## src/rtl/i_fetch.sv

```systemverilog
// Instruction fetch stage: drives the instruction memory read port and
// presents fetched words in a single IF/ID slot, with a one-word skid
// buffer for responses that arrive while the slot is stalled and a flush
// state that drains a read left in flight by a redirect.
module i_fetch #(
  parameter logic [31:0] RESET_PC = 32'h40000060
) (
  input  logic        clk,
  input  logic        rst,
  output logic        imem_read,
  output logic [31:0] imem_address,
  input  logic [31:0] imem_rdata,
  input  logic        imem_resp,
  input  logic        stall_i,
  input  logic        pc_load_i,
  input  logic [31:0] pc_target_i,
  output logic        if_valid_o,
  output logic [31:0] if_pc_o,
  output logic [31:0] if_ir_o,
  output logic [31:0] if_next_pc_o
);

  localparam logic [31:0] NOP = 32'h00000013;

  typedef enum logic [1:0] {FETCH, BUFFERED, FLUSH} state_t;

  state_t      state;
  logic [31:0] pc_q;
  logic [31:0] req_q;
  logic [31:0] buf_q;
  logic        out_valid;
  logic [31:0] out_pc;
  logic [31:0] out_ir;
  logic        slot_free;

  assign slot_free = ~out_valid | ~stall_i;

  // FLUSH keeps presenting the abandoned address until its response drains.
  always_comb begin
    imem_read    = 1'b0;
    imem_address = pc_q;
    case (state)
      FETCH: begin
        imem_read    = 1'b1;
        imem_address = pc_q;
      end
      FLUSH: begin
        imem_read    = 1'b1;
        imem_address = req_q;
      end
      default: begin
        imem_read    = 1'b0;
        imem_address = pc_q;
      end
    endcase
    if (rst) imem_read = 1'b0;
  end

  // Redirect outranks stall and response; otherwise a stalled response
  // parks in buf_q and pc_q already points past it, so it replays at pc_q-4.
  always_ff @(posedge clk) begin
    if (rst) begin
      state     <= FETCH;
      pc_q      <= RESET_PC;
      req_q     <= RESET_PC;
      buf_q     <= '0;
      out_valid <= 1'b0;
      out_pc    <= '0;
      out_ir    <= NOP;
    end else begin
      case (state)
        FETCH: begin
          req_q <= pc_q;
          if (pc_load_i) begin
            pc_q      <= pc_target_i;
            out_valid <= 1'b0;
            state     <= imem_resp ? FETCH : FLUSH;
          end else if (imem_resp) begin
            pc_q <= pc_q + 32'd4;
            if (slot_free) begin
              out_ir    <= imem_rdata;
              out_pc    <= pc_q;
              out_valid <= 1'b1;
            end else begin
              buf_q <= imem_rdata;
              state <= BUFFERED;
            end
          end else if (!stall_i) begin
            out_valid <= 1'b0;
          end
        end
        BUFFERED: begin
          if (pc_load_i) begin
            pc_q      <= pc_target_i;
            out_valid <= 1'b0;
            state     <= FETCH;
          end else if (!stall_i) begin
            out_ir    <= buf_q;
            out_pc    <= pc_q - 32'd4;
            out_valid <= 1'b1;
            state     <= FETCH;
          end
        end
        FLUSH: begin
          if (pc_load_i) begin
            pc_q      <= pc_target_i;
            out_valid <= 1'b0;
          end else if (!stall_i) begin
            out_valid <= 1'b0;
          end
          if (imem_resp) state <= FETCH;
        end
        default: state <= FETCH;
      endcase
    end
  end

  assign if_valid_o   = out_valid;
  assign if_pc_o      = out_pc;
  assign if_ir_o      = out_ir;
  assign if_next_pc_o = out_pc + 32'd4;

endmodule

```

## config.mk

```make
export PLATFORM = sky130hd
export DESIGN_NAME = i_fetch
export DESIGN_NICKNAME = d
export VERILOG_FILES = /design/src/rtl/i_fetch.sv
export SDC_FILE = /design/constraint.sdc
export NUM_CORES = 1
export LEC_CHECK = 0
export BUFFER_PORTS_ARGS = -buffer_cell sky130_fd_sc_hd__buf_2
export CAP_MARGIN = 15
export CORE_UTILIZATION = 30
export DETAILED_ROUTE_END_ITERATION = 10
export GPL_TIMING_DRIVEN = 0
export PLACE_DENSITY_LB_ADDON = 0.1
export SLEW_MARGIN = 20
export SYNTH_ARGS = -nofsm -noshare
export SYNTH_HDL_FRONTEND = slang
export SYNTH_SLANG_ARGS = --single-unit
```

## constraint.sdc

```tcl
create_clock -name clk -period 3.95 [get_ports clk]
set_input_delay 0.1975 -clock clk [delete_from_list [all_inputs] [get_ports clk]]
set_output_delay 0.1975 -clock clk [all_outputs]
set_load 0.1 [all_outputs]
```

==> metrics.md <==
| Metric | Value |
|---|---|
| H-tree depth | 4 |
| Congestion Overflow GR | 0 |
| Critical path class | flip-flop to output port |
| Kind of start point of the critical path | flip-flop |
| Clk Latency, worst-skew pair | 0.44 ns |
| DRC | 0 |
| Maxcap violations | 0 |
| Via count | 8570 |
| Minimum clock period | 3.40 ns |
| Status | finished clean |
| Total Power Consumption | 5.70 mW |
| Final WS setup | 0.549 ns |
| Die Footprint | 30000 um^2 |
| Post-synth top flop | dfxtp_1 |
| CP peak stage delay | 0.51 ns |
| Vias in the first global route | 8344 |
| Initial core utilization | 30.6% |
| Clock-pin slew on the worst setup and hold paths | 0.08 ns |
| Final Util | 38.5% |
| Worst Skew | 0.0138 ns |
| Largest net degree at the start of global routing | 17 |
| Met2 usage | 35.4% |
| Top post-synthesis cells by area | dfxtp_1 37%, mux2i_1 7.3%, nor2_1 5.7%, a211oi_1 5.5%, nand2_1 5.2% |
| Clock buffer count from CTS | 17 |
| Post-Layout Inst Area | 11100 um^2 |
| Fmax | 294 MHz |
| GPL Wtd Cong | 0.843 |
| Post-synth top area share | 37.1% |
| FP Rows | 62 |
| GR Layer Usage met1 | 28.5% |
| Peak supply drop | 223 uV |
| Post-DR vias/cell | 5.06 |
| Final setup violation count | 0 |
| Setup repair after global routing missed its margin | no |
| Seq cells post-synth | 163 |
| CP delay by family, top | simple AND/OR/NAND/NOR gates |
| Cell count after synthesis | 1060 |
| CTS max path bufs | 2 |
| Layout cells sized above 1 | 22.0% |
| Max Slew Vio Count | 0 |
| CTS Root Cell | clkbuf_16 |
| PD cells | 515 nW/um^2 |
| Slew headroom | 38.9% |
| Commonest non-fill, non-tap cells in the layout | 201 x buf_2, 163 x dfxtp_1, 134 x nor2_1 |
| Critical Path RT | 3.75 ns |
| Detailed-routing iteration count for the pre-antenna-repair pass | 5 |
| Post-synth net total | 1136 |
| Hold Path Class | input pin to flip-flop |
| GR peak layer | met2 |
| Fin crit share | 86.1% |
| Post-synth EDFFs | 0 |
| Fraction of registers with async set/reset | 0% |
| CTS tree | done |
| Post-route setup TNS | 0 ns |
| Ports | 199 |
| Avg Cell Area, Syn | 8.30 um^2 |
| ANT nets after route | 0 |
| Final hold viol count | 0 |
| GRT Util Overall | 21.3% |
| Critical Path AT | 3.20 ns |
| Overall routed net length | 31900 um |
| Nets | 1372 |
| Commonest non-fill, non-tap cell in the layout | buf_2 |
| Core outline area | 28800 um^2 |
| Critical path, cell by cell | clkbuf_1 > nand4_1 > nor4_1 > clkbuf_1 > nand3_1 > nor2_1 > xor2_1 > buf_2 |
| Fillers | 3046 |
| I/O Buffers | 196 |
| Drt wl/cell | 18.9 um |
| CTS sink cnt | 163 |
| GRT met3 Usage | 3.27% |
| Max stage delay cell, worst path | nor4_1 |
| DIE WIDTH | 173 um |
| Die Ht | 173 um |
| Register area share after synthesis | 37.1% |
| Initial antenna violation count | 0 |
| Post-Syn Area | 8800 um^2 |
| Area grow syn2layout | 25.8% |
| Distinct cell type count after synthesis | 71 |
| Worst-Margin Slew | 0.908 ns |
| DR iter-0 viols | 534 |
| DP HPWL | 23900 um |
| Yosys top cell by area | dfxtp_1 |
| Global-route wire length before repair | 49300 um |
| Synth warn | 0 |
| Most Frequent Cell on Critical Path | clkbuf_1 |
| CP Capture Type | output port |
| Area post-placement | 10300 um^2 |
| Worst slack at placement | 0.955 ns |
| WP buf/inv | 3 |
| # diodes | 0 |
| Worst Path Max Fanout | 10 |
| Pleak | 4.41 nW |
| R2r setup slk | 0.93 ns |
==> flip-flops by register name (all words and copies together) (netlist names) <==
name	flops
buf_q	32
if_ir_o	32
if_pc_o	32
pc_q	32
req_q	32
state	2
if_valid_o	1
==> through the flow <==
step | hold slack, ns | std cells
CTS | 0.00158 | 1693
global placement | 0.441 | 1640
finish | 0.0160 | 1693
global route | 0.0183 | 1693
detailed placement | 0.446 | 1640
floorplan | 0.333 | 1060
==> what timing repair did <==
action,CTS,global route
hold buffers,21,0
setup buffers,0,0
hold endpoints to repair,21,0
gates resized for setup,0,0
==> routing by layer <==
layer | vias up | share of wire (%)
li1 | 4227 | -
met1 | 4099 | 48
met4 | 0 | 1.5
met2 | 215 | 47
met5 | - | 0
met3 | 29 | 4.1
==> cell families after synthesis <==
group	count (synthesis)	share of synthesized area [%]
buf+inv	115	6.26
compound gates	209	16.1
fa+ha+maj	7	0.995
mux	93	11.0
flops	163	37.1
xor+xnor	55	5.47
simple gates	418	23.1
==> report_power, final <==
part	switching, mW	leakage [nW]	internal, mW
logic	1.60	2.79	0.468
clock network	0.789	0.287	0.953
registers	0.114	1.33	1.77
==> path summary, 6_finish.rpt <==
kind | to | from | cells past startpoint
setup reg to reg | if_pc_o[29]$_SDFFE_PP0P_ | state[1]$_SDFFE_PP0P_ | 10
setup / recovery | if_next_pc_o[28] | if_pc_o[11]$_SDFFE_PP0P_ | 8
hold reg to reg | buf_q[31]$_SDFFE_PP0P_ | buf_q[31]$_SDFFE_PP0P_ | 2
hold / removal | buf_q[30]$_SDFFE_PP0P_ | imem_rdata[30] | 3
==> worst reg2reg max path, cell delays in order (launching register included) <==
cell      delay [ns]
dfxtp_1         0.39
inv_1           0.10
ha_1            0.18
clkbuf_1        0.23
o21ai_0         0.22
a32oi_1         0.16
nor2_1          0.56
clkbuf_8        0.33
clkbuf_1        0.52
nand3_1         0.14
o211ai_1        0.11
==> cells in the mapped netlist, types with 4 or more instances <==
master / count
a21oi_1: 56
and3_1: 12
nor4_1: 13
o211ai_1: 8
a31oi_1: 5
a311oi_1: 4
o22ai_1: 4
nand2b_1: 4
buf_1: 9
and2_1: 6
dfxtp_1: 163
buf_2: 5
a211o_1: 7
nand3_1: 35
a22oi_1: 5
and4_1: 9
a211oi_1: 65
o21ai_0: 21
nand3b_1: 5
mux2_2: 29
xor2_1: 17
nand2_1: 123
nor3_1: 17
o31ai_1: 4
ha_1: 7
nor2b_1: 12
or3_1: 5
clkbuf_1: 78
xnor2_1: 38
nor2_1: 134
inv_1: 9
nand4_1: 20
clkbuf_8: 8
mux2i_1: 64
==> area by class of cell <==
| type | instances | area, um^2 | share of cell area [%] |
|---|---|---|---|
| plain buffers | 106 | 517 | 4.67 |
| clock buffers | 18 | 429 | 3.88 |
| clock inverters | 14 | 169 | 1.53 |
| inverters | 9 | 33.8 | 0.305 |
| multi-input cells | 782 | 4990 | 45.0 |
| flip-flops and latches | 163 | 3260 | 29.5 |
| well taps | 384 | 480 | 4.34 |
| repair buffers | 217 | 1190 | 10.8 |
Power figures use the tool's default switching activity.
